[src/rtl/dm_arbiter.sv]
// dm_arbiter
//   Arbitrates the single-port 128x8 SPI data memory between the SPI slave
//   datapath (fixed priority) and the local FPGA host port. A wait counter
//   bounds host starvation. Every access takes IDLE -> ACCESS -> DONE, and all
//   outputs are registered.
//
//   Optional feature macro: DM_ARB_WRITE_PROTECT_EN
//     defined   : host writes at addr >= PROT_BASE are rejected (no mem_we,
//                 host_err pulses with host_ack)
//     undefined : no address check, host_err is constant 0
//
// Ports
//   clk, reset_n                      clock, asynchronous active-low reset
//   spi_req/we/addr/wdata -> spi_ack/spi_rdata     SPI requester
//   host_req/we/addr/wdata -> host_ack/host_rdata/host_err   host requester
//   mem_addr/mem_we/mem_wdata, mem_rdata           memory interface
//   busy                              high whenever the FSM is not in IDLE
//
// state  | meaning
// IDLE   | wait for a request, arbitrate, latch the winning command
// ACCESS | drive the memory for one cycle, capture read data at its end
// DONE   | pulse the winner's ack, then return to IDLE

module dm_arbiter #(
   parameter int                ADDR_W    = 7,
   parameter int                DATA_W    = 8,
   parameter int                MAX_WAIT  = 4,
   parameter logic [ADDR_W-1:0] PROT_BASE = 7'h70
) (
   input  logic              clk,
   input  logic              reset_n,
   input  logic              spi_req,
   input  logic              spi_we,
   input  logic [ADDR_W-1:0] spi_addr,
   input  logic [DATA_W-1:0] spi_wdata,
   output logic              spi_ack,
   output logic [DATA_W-1:0] spi_rdata,
   input  logic              host_req,
   input  logic              host_we,
   input  logic [ADDR_W-1:0] host_addr,
   input  logic [DATA_W-1:0] host_wdata,
   output logic              host_ack,
   output logic [DATA_W-1:0] host_rdata,
   output logic              host_err,
   output logic [ADDR_W-1:0] mem_addr,
   output logic              mem_we,
   output logic [DATA_W-1:0] mem_wdata,
   input  logic [DATA_W-1:0] mem_rdata,
   output logic              busy
);

   localparam logic [3:0] WAIT_MAX = 4'(MAX_WAIT);

   typedef enum logic [1:0] {
      IDLE   = 2'd0,
      ACCESS = 2'd1,
      DONE   = 2'd2
   } state_t;

   state_t state, state_nxt;

   logic       cmd_host;
   logic       cmd_we;
   logic       cmd_err;
   logic [3:0] wait_cnt, wait_nxt;

   logic              grant_load;
   logic              grant_host;
   logic              sel_we;
   logic [ADDR_W-1:0] sel_addr;
   logic [DATA_W-1:0] sel_wdata;
   logic              reject;

   assign sel_we    = grant_host ? host_we    : spi_we;
   assign sel_addr  = grant_host ? host_addr  : spi_addr;
   assign sel_wdata = grant_host ? host_wdata : spi_wdata;

`ifdef DM_ARB_WRITE_PROTECT_EN
   assign reject = grant_host && host_we && (host_addr >= PROT_BASE);
`else
   logic unused_prot_base;
   assign reject           = 1'b0;
   assign unused_prot_base = ^PROT_BASE;
`endif

   always_ff @(posedge clk or negedge reset_n) begin
      if (!reset_n) state <= IDLE;
      else          state <= state_nxt;
   end

   always_comb begin
      state_nxt  = state;
      grant_load = 1'b0;
      grant_host = 1'b0;
      wait_nxt   = wait_cnt;
      case (state)
         IDLE: begin
            if (spi_req || host_req) begin
               grant_load = 1'b1;
               // SPI has priority unless the host has already lost MAX_WAIT times
               grant_host = host_req && (!spi_req || (wait_cnt == WAIT_MAX));
               if (grant_host)
                  wait_nxt = 4'd0;
               else if (host_req && (wait_cnt != WAIT_MAX))
                  wait_nxt = wait_cnt + 4'd1;
               state_nxt = ACCESS;
            end
         end
         ACCESS:  state_nxt = DONE;
         DONE:    state_nxt = IDLE;
         default: state_nxt = IDLE;
      endcase
   end

   // mem_addr / mem_wdata double as the address and write-data command
   // registers: they are only loaded at grant, so they hold outside ACCESS.
   always_ff @(posedge clk or negedge reset_n) begin
      if (!reset_n) begin
         cmd_host   <= 1'b0;
         cmd_we     <= 1'b0;
         cmd_err    <= 1'b0;
         wait_cnt   <= 4'd0;
         mem_addr   <= '0;
         mem_wdata  <= '0;
         mem_we     <= 1'b0;
         spi_ack    <= 1'b0;
         host_ack   <= 1'b0;
         host_err   <= 1'b0;
         spi_rdata  <= '0;
         host_rdata <= '0;
         busy       <= 1'b0;
      end else begin
         wait_cnt <= wait_nxt;
         busy     <= (state_nxt != IDLE);
         mem_we   <= 1'b0;
         spi_ack  <= 1'b0;
         host_ack <= 1'b0;
         host_err <= 1'b0;
         if (grant_load) begin
            cmd_host  <= grant_host;
            cmd_we    <= sel_we;
            cmd_err   <= reject;
            mem_addr  <= sel_addr;
            mem_wdata <= sel_wdata;
            mem_we    <= sel_we && !reject;
         end
         if (state == ACCESS) begin
            spi_ack  <= !cmd_host;
            host_ack <= cmd_host;
            host_err <= cmd_host && cmd_err;
            if (!cmd_we) begin
               if (cmd_host) host_rdata <= mem_rdata;
               else          spi_rdata  <= mem_rdata;
            end
         end
      end
   end

endmodule

[config.mk]
export PLATFORM = sky130hd
export DESIGN_NAME = dm_arbiter
export DESIGN_NICKNAME = d
export VERILOG_FILES = /design/src/rtl/dm_arbiter.sv
export SDC_FILE = /design/constraint.sdc
export NUM_CORES = 1
export LEC_CHECK = 0
export CORE_ASPECT_RATIO = 0.5
export CORE_MARGIN = 1.5
export CORE_UTILIZATION = 30
export DETAILED_ROUTE_END_ITERATION = 10
export PLACE_DENSITY = 0.67
export SYNTH_ARGS = -nofsm -noshare
export SYNTH_HDL_FRONTEND = slang
export SYNTH_SLANG_ARGS = --single-unit
export TNS_END_PERCENT = 5
[constraint.sdc]
create_clock -name clk -period 1.65 [get_ports clk]
set_input_delay 0.33 -clock clk [delete_from_list [all_inputs] [get_ports clk]]
set_output_delay 0.33 -clock clk [all_outputs]
set_load 0.1 [all_outputs]
==> flow_metrics.tcl, run 1 <==
set metrics [dict create \
    status "completed" \
    synth_area_leaders "dfrtp_1 (56%), inv_1 (11%), mux2_2 (9.4%)" \
    cts_tree "yes" \
    postCtsHoldBufs 0 \
    fin_nets 307 \
    viasPerCell 4.50 \
    min_period_ns 1.58 \
    die_area_um2 6920 \
    synthFlopType "dfrtp_1" \
    finalHoldViolCount 0 \
    final_area_um2 3390 \
    drcViolationCount 0 \
    synth-seq-cells 43 \
    gr-total-overflow 0 \
    cts_buffer_depth 2 \
    drv_slew 0 \
    synth.top_cell.area_share_pct 56.0 \
    netlist_area_um2 1920 \
    path_delay_family "compound AO/OA/AOI/OAI gates" \
    yosysSeqAreaShare_pct 56.0 \
    cp_cell_sequence "inv_2 > ha_4 > nand3b_4 > o211a_4 > buf_6 > a222oi_1" \
    core_um2 6130 \
    max_cap_viol_count 0 \
    drive_gt1_share_pct 31.4 \
    num_antenna_cells 0 \
    relSlewSlack_pct 63.7 \
    drt-pass1-iter-count 6 \
    num_vias 1570 \
    grt_pass1_wl_um 7690 \
    cp_max_fo 5 \
    endpoint_kind "flop" \
    drt_iter0_markers 117 \
    skew_ns 0.00300 \
    start_util_pct 31.3 \
    synth.avg_cell_area_um2 11.4 \
    fillers 495 \
    gp_congestion 0.734 \
    rsz0062_at_grt "yes" \
    clk_latency_ns 0.28 \
    io_pins 80 \
    grt_start_max_net_pins 44 \
    cpPeakStageDelay_ns 0.40 \
    synth-edff-count 0 \
    place_area_um2 3200 \
    cp_slowest_cell "dfrtp_1" \
    reg2reg_slack_ns 0.07 \
    crit_required_ns 1.80 \
    syn_inst 168 \
    worst_pin_slew_ns 0.544 \
    place_hpwl_um 3550 \
    max_freq_mhz 634 \
    worstPathArrival_ns 1.73 \
    cts_made_buffers 5 \
    crit_type "reg2reg" \
    path_buf_inv 2 \
    yosys.area.top_type "dfrtp_1" \
    cts.clk_slew.worst_paths_ns 0.06 \
    setup_viol 0 \
    antenna_found_initial 0 \
    grt.total_usage_pct 14.8 \
    fin_crit_sh_pct 95.6 \
    synthDistinctLibCells 31 \
    critical_path.startpoint_type "flop" \
    synthArstFlopShare_pct 100 \
    area_delta_synth_final_pct 76.7 \
    ant_nets 0 \
    cts.sinks 43 \
    ys_warn_count 0 \
    postSynthNetCount 214 \
    routed_wl_um 4880 \
    io_buffers 78 \
    hp-class "in2async" \
    first_global_vias 1608 \
    rows 20 \
    die_y_um 59.6 \
    root_buffer "clkbuf_16" \
    wire_per_inst_um 14.0 \
    fp.dieW_um 116 \
    h-tree-depth 2 \
]
## area by class of cell
class                           count  area, um2  area share [%]
Sequential cell                    43       1080            31.7
Inverter                           54        203            5.97
Multi-Input combinational cell     64        597            17.6
Clock inverter                      1       5.00           0.147
Tap cell                           88        110            3.24
Timing Repair Buffer               93       1260            37.3
Clock buffer                        6        139            4.09
## worst paths after layout
check / endpoint / startpoint / cells past startpoint
hold reg to reg: spi_ack$_DFF_PN0_ / cmd_host$_DFFE_PN0P_ / 1
min in group clk: spi_ack$_DFF_PN0_ / cmd_host$_DFFE_PN0P_ / 1
setup reg to reg: mem_wdata[6]$_DFFE_PN0P_ / wait_cnt[0]$_DFFE_PN0P_ / 6
setup / recovery: mem_wdata[6]$_DFFE_PN0P_ / wait_cnt[0]$_DFFE_PN0P_ / 6
hold / removal: mem_wdata[2]$_DFFE_PN0P_ / reset_n / 2
max in group asynchronous: spi_rdata[7]$_DFFE_PN0P_ / reset_n / 2
## cell usage after synthesis, drive strengths merged (2+ instances only)
library cell	number
inv	54
dfrtp	43
a222oi	16
mux2	16
buf	7
nor2	4
nand2	3
and2	2
ha	2
nand2b	2
nand3	2
o21ai	2
## layout by cell type (no fill, tap or decap), types with 2 or more instances in the layout
master,n
and2_1,2
buf_4,11
nor2_1,4
buf_12,37
nand3_1,2
mux2_2,16
inv_2,2
clkdlybuf4s50_1,42
a222oi_1,16
dfrtp_1,43
inv_1,52
buf_2,2
nand2b_1,2
nand2_1,3
clkbuf_16,5
## metal layers
metal	track usage [%]	up-vias	routed length, um
met4	4.70	0	72
li1	-	740	-
met5	0	-	0
met1	17.5	792	1970
met3	3.78	7	139
met2	27.1	31	2700
## kinds of logic after synthesis
kind of cell	after synthesis	synth area share [%]
DFF	43	56.0
muxes	17	9.90
buffers and inverters	61	13.9
other	1	0.195
and+or+nand+nor	19	6.38
adders and majority gates	2	1.30
AOI/OAI and AO/OA	25	12.2
## per-stage QoR
| step | setup TNS (ns) | hold WS, ns | util (%) | instances | worst slack [ns] |
|---|---|---|---|---|---|
| after global placement | -1.76 | 0.431 | 52.2 | 338 | -0.0973 |
| after global routing | -0.0522 | 0.158 | 55.4 | 349 | -0.0334 |
| after CTS | 0 | 0.140 | 54.9 | 346 | 0.00308 |
| after floorplan | 0 | 0.0344 | - | 168 | 0.0341 |
| after detailed placement | -1.77 | 0.441 | 52.2 | 338 | -0.181 |
| final | 0 | 0.123 | 55.4 | 349 | 0.0720 |
## flip-flops by register name, summed over array words and instances, names as in the netlist
name / cells
busy: 1
cmd_host: 1
cmd_we: 1
host_ack: 1
host_rdata: 8
mem_addr: 7
mem_wdata: 8
mem_we: 1
spi_ack: 1
spi_rdata: 8
state: 2
wait_cnt: 4
## repair_timing
item,CTS,global route
setup endpoints to repair,5,4
cloned,0,1
gates resized for setup,5,1
pin swaps,1,3
endpoints found under the hold margin,0,0
setup buffers,1,2
Power of run 1 is left out: the tool's default activity adds up to more than one toggle a clock period on the data nets, which glitch-free logic cannot reach.
==> run 2: changes to the inputs <==
--- a/config.mk
+++ b/config.mk
@@ -10,6 +10,7 @@
 export CORE_UTILIZATION = 30
 export DETAILED_ROUTE_END_ITERATION = 10
 export PLACE_DENSITY = 0.67
+export SLEW_MARGIN = 40
 export SYNTH_ARGS = -nofsm -noshare
 export SYNTH_HDL_FRONTEND = slang
 export SYNTH_SLANG_ARGS = --single-unit
==> results of run 2 <==
The final DEF is identical to that of run 1; final timing and power are the same.
Power of run 2 is left out for the same reason.
==> variant 1, RTL diff (config.mk and constraints of run 2) <==
One comparison of `wait_cnt` changes from == to >=.
--- a/src/rtl/dm_arbiter.sv
+++ b/src/rtl/dm_arbiter.sv
@@ -98,7 +98,7 @@
             if (spi_req || host_req) begin
                grant_load = 1'b1;
                // SPI has priority unless the host has already lost MAX_WAIT times
-               grant_host = host_req && (!spi_req || (wait_cnt == WAIT_MAX));
+               grant_host = host_req && (!spi_req || (wait_cnt >= WAIT_MAX));
                if (grant_host)
                   wait_nxt = 4'd0;
                else if (host_req && (wait_cnt != WAIT_MAX))
Behaviour: same outputs for any inputs over 10 cycles, from zero or initial values and one cycle with reset_n low; that may be too few to reach the edited logic, so the function may still have changed.
==> variant 1 against run 2 <==
Global-route usage decreased by 0.42 points. Final area fell by 0.22%. Wire length is 0.45% higher. Sequential share of layout area grew 0.070 points. Sequential cell count unchanged. Maximum frequency grew 2.3%. Setup slack better by 35 ps. Core utilization decreased by 1.2 points. Area after synthesis up 4.3%. Largest cell class unchanged. Highest routed layer unchanged.
Power is left out: the tool's default activity adds up to more than one toggle a clock period on the data nets, which glitch-free logic cannot reach.
==> variant 1: results (changes against run 2) <==
{
  "outcome": {"value": "finished, final reports clean"},
  "route.detailed.vias_per_inst": {"value": 4.654, "change": "+3.4%"},
  "clock_cell_area_share": {"value": 0.04064, "change": "-0.001753"},
  "critical_path.reg2reg.endpoint": {"value": "mem_wdata[0]$_DFFE_PN0N_"},
  "crit_family": {"value": "simple AND/OR/NAND/NOR gates"},
  "syn-instance-count": {"value": 163, "change": "-3.0%"},
  "clock-skew-final": {"value": 4.848, "unit": "ps", "change": "+1.849 ps"},
  "gp_congestion": {"value": 0.7509, "change": "+2.3%"},
  "drt_iter0_markers": {"value": 84, "change": "-28%"},
  "synth_top_cells_by_count": {"value": "sky130_fd_sc_hd__dfrtp_1 (43), sky130_fd_sc_hd__inv_1 (20), sky130_fd_sc_hd__nand3_1 (16)"},
  "place.detailed.instances": {"value": 327, "change": "-3.3%"},
  "grt_pass1_wl": {"value": 8114, "unit": "um", "change": "+5.5%"},
  "synth.area.mux_share": {"value": 0.09557, "change": "-0.003458"},
  "multi_input_area_share": {"value": 0.2287, "change": "+0.05285"},
  "synth-adder-area-share": {"value": 0.01249, "change": "-0.0005371"},
  "num-nets-final": {"value": 292, "change": "-4.9%"},
  "drive_above_1_share": {"value": 0.3441, "change": "+0.02995"},
  "synth_top_cells_by_area": {"value": "sky130_fd_sc_hd__dfrtp_1 (54%), sky130_fd_sc_hd__o311ai_2 (12%), sky130_fd_sc_hd__mux2_2 (7.9%), sky130_fd_sc_hd__nand3_1 (4.0%), sky130_fd_sc_hd__inv_1 (3.7%)"},
  "design.seq.count": {"value": 43, "change": "unchanged"},
  "num-clock-buffers": {"value": 7, "change": "+1"},
  "comb.multi_input.count": {"value": 88, "change": "+38%"},
  "setup.worst_path.start": {"value": "spi_req"},
  "seq_share": {"value": 0.3177, "change": "+0.0007029"},
  "length_in_cells_of_the_worst_reg_to_reg_path": {"value": 4, "change": "-2"},
  "crit_path_max_incr_delay": {"value": 490, "unit": "ps", "change": "+90 ps"},
  "timing.critical_path.slowest_stage_cell": {"value": "sky130_fd_sc_hd__clkdlybuf4s50_1"},
  "drt_wl_total": {"value": 4898, "unit": "um", "change": "+0.45%"},
  "buffer_area_frac": {"value": 0.3583, "change": "-0.01432"},
  "global_route_usage_over_all_layers": {"value": 0.1443, "change": "-0.004152"},
  "first_global_vias": {"value": 1676, "change": "+4.2%"},
  "worstReg2RegStart": {"value": "state[0]$_DFF_PN0_"},
  "buffers_excl_clock": {"value": 88, "change": "-5.4%"}
}
## variant 1: cell count changes in the layout (fill, tap and decap cells not counted), moves of 3 or more
cell / run 2 / this run
sky130_fd_sc_hd__inv_1: 52 / 20
sky130_fd_sc_hd__mux2_1: 0 / 3
sky130_fd_sc_hd__o21ai_0: 1 / 14
sky130_fd_sc_hd__o311ai_2: 0 / 15
sky130_fd_sc_hd__a222oi_1: 16 / 0
sky130_fd_sc_hd__nand3_1: 2 / 16
## variant 1: routing by layer
metal / vias up / global-route usage / part of all wire
met3: 4 / 0.02914 / 0.037
met4: 0 / 0.05164 / 0.011
met5: - / 0 / 0
met2: 44 / 0.2724 / 0.52
li1: 736 / - / -
met1: 775 / 0.1707 / 0.43
## variant 1: metrics by stage
step	setup WS, ps	hold WS (ps)	cell area [um^2]	setup TNS [ps]
floorplan	93.98	34.41	2003	0
global placement	-134.9	371.9	3249	-2110
detailed placement	-176.4	381.2	3249	-3037
CTS	104.7	89.45	3387	0
global route	17.01	107.4	3387	0
finish	107.3	64.35	3387	0
==> variant 2, RTL diff (flow settings as in run 2) <==
Without the edit above. Change the parameter `DATA_W` from 8 to 10.
--- a/src/rtl/dm_arbiter.sv
+++ b/src/rtl/dm_arbiter.sv
@@ -23,7 +23,7 @@
 
 module dm_arbiter #(
    parameter int                ADDR_W    = 7,
-   parameter int                DATA_W    = 8,
+   parameter int                DATA_W    = 10,
    parameter int                MAX_WAIT  = 4,
    parameter logic [ADDR_W-1:0] PROT_BASE = 7'h70
 ) (
Ports: changed (6 resized); port bits go from 80 to 92. No check against the original RTL was run, so the function may have changed too.
==> variant 2 against run 2 <==
The flow now finishes with violations (hold timing). Global-route usage shrank 0.16 points. Maximum frequency rose by 1.8%. Area after synthesis up 12%. Sequential cell count grew 6. Final area up 14%. Core utilization grew 1.5 points. Setup slack improved by 27 ps. Count of clock-buffer cells in the layout unchanged. Final cell count grew 9.5%. Worst hold slack worse by 120 ps. Wire length up 10%. Critical path type unchanged.
Power is not shown: default switching activity piles up to over one toggle a cycle in this logic, so the estimate is an artifact.
==> variant 2: results (changes against run 2) <==
{
  "worst_skew_pair_latency": {"value": 280, "unit": "ps", "change": "about the same"},
  "clk_pin_slew_worst_setup_hold_paths": {"value": 60, "unit": "ps", "change": "about the same"},
  "reg2reg_setup_slack": {"value": 100, "unit": "ps", "change": "+30 ps"},
  "htree_num_levels": {"value": 2, "change": "unchanged"},
  "synth_top_cells_by_area": {"value": "sky130_fd_sc_hd__dfrtp_1 (57%), sky130_fd_sc_hd__inv_1 (10%), sky130_fd_sc_hd__mux2_2 (10%), sky130_fd_sc_hd__a222oi_1 (8.4%), sky130_fd_sc_hd__ha_1 (1.2%)"},
  "failed_checks": {"value": "hold timing"},
  "post_route_worst_hold_slack": {"value": -0.5517, "unit": "ps", "change": "-123.6 ps"},
  "post-route-period-util": {"value": 0.9399, "change": "-0.01652"},
  "drt_wl_total": {"value": 5384, "unit": "um", "change": "+10%"},
  "place.detailed.instances": {"value": 372, "change": "+10%"},
  "first_global_vias": {"value": 1835, "change": "+14%"},
  "yosysUniqueCellTypes": {"value": 29, "change": "-6.5%"},
  "dp_slack": {"value": -199.2, "unit": "ps", "change": "-18.61 ps"},
  "synth_compound_gate_area_share": {"value": 0.1206, "change": "-0.001826"},
  "grt_pass1_wl": {"value": 8921, "unit": "um", "change": "+16%"},
  "gp_congestion": {"value": 0.7696, "change": "+4.9%"},
  "critPathCapture": {"value": "mem_addr[5]$_DFFE_PN0P_"},
  "synth-adder-area-share": {"value": 0.01160, "change": "-0.001428"},
  "drive_above_1_share": {"value": 0.3138, "change": "-0.0003831"},
  "clock-skew-final": {"value": 5.474, "unit": "ps", "change": "+2.475 ps"},
  "synth_nets": {"value": 239, "change": "+12%"},
  "pin_count_of_the_biggest_net_entering_global_routing": {"value": 22, "change": "-50%"},
  "port-buffer-count": {"value": 90, "change": "+15%"},
  "drt-pass1-iter-count": {"value": 7, "change": "+1"},
  "finalHoldViolCount": {"value": 2, "change": "+2"},
  "timing.setup.critical_path_class": {"value": "reg2reg"},
  "num-nets-final": {"value": 341, "change": "+11%"},
  "largest_registers": {"value": "host_rdata: 10 flops, mem_wdata: 10 flops, spi_rdata: 10 flops"},
  "worst_path_fanout_max": {"value": 10, "change": "+5"},
  "final_cell_count_no_fill": {"value": 382, "change": "+9.5%"},
  "dp.final_hpwl": {"value": 4196, "unit": "um", "change": "+18%"},
  "syn-instance-count": {"value": 187, "change": "+11%"},
  "synth.area.mux_share": {"value": 0.1090, "change": "+0.01003"},
  "outcome": {"value": "finished with violations"},
  "synth-seq-area-share": {"value": 0.5684, "change": "+0.008185"},
  "clock_tree.root_cell": {"value": "sky130_fd_sc_hd__clkbuf_16"},
  "drt_iter0_markers": {"value": 134, "change": "+15%"},
  "synth_top_cells_by_count": {"value": "sky130_fd_sc_hd__inv_1 (60), sky130_fd_sc_hd__dfrtp_1 (49), sky130_fd_sc_hd__mux2_2 (20)"},
  "worstReg2RegStart": {"value": "wait_cnt[1]$_DFFE_PN0P_"},
  "global_route_usage_over_all_layers": {"value": 0.1469, "change": "-0.001587"}
}
variant 2: worst max-delay path: cells and delay by family (launching register included):
kind	cells	cell delay (ps)
compound gates	2	570
flops	1	390
buf+inv	2	220
fa+ha+maj	1	140
simple gates	1	110
variant 2: area by class of cell:
type / count / area, um^2 / area share
clock buffer: 6 / 138.9 / 0.03589
clock inverter: 2 / 37.54 / 0.009699
inverter: 60 / 225.2 / 0.05820
multi-input combinational: 70 / 669.4 / 0.1730
sequential: 49 / 1226 / 0.3168
tap: 92 / 115.1 / 0.02974
timing repair buffer: 103 / 1458 / 0.3767
variant 2: per-layer routing:
| metal | routed length, um | global-route usage |
|---|---|---|
| met1 | 2203 | 0.1828 |
| met2 | 2890 | 0.2604 |
| met3 | 243 | 0.03011 |
| met4 | 47 | 0.03488 |
| met5 | 0 | 0 |
variant 2: timing repair:
item,CTS,global route
hold endpoints to repair,0,0
setup endpoints to repair,2,1
pin swaps,1,1
gates resized for setup,4,1
buffers inserted,2,0
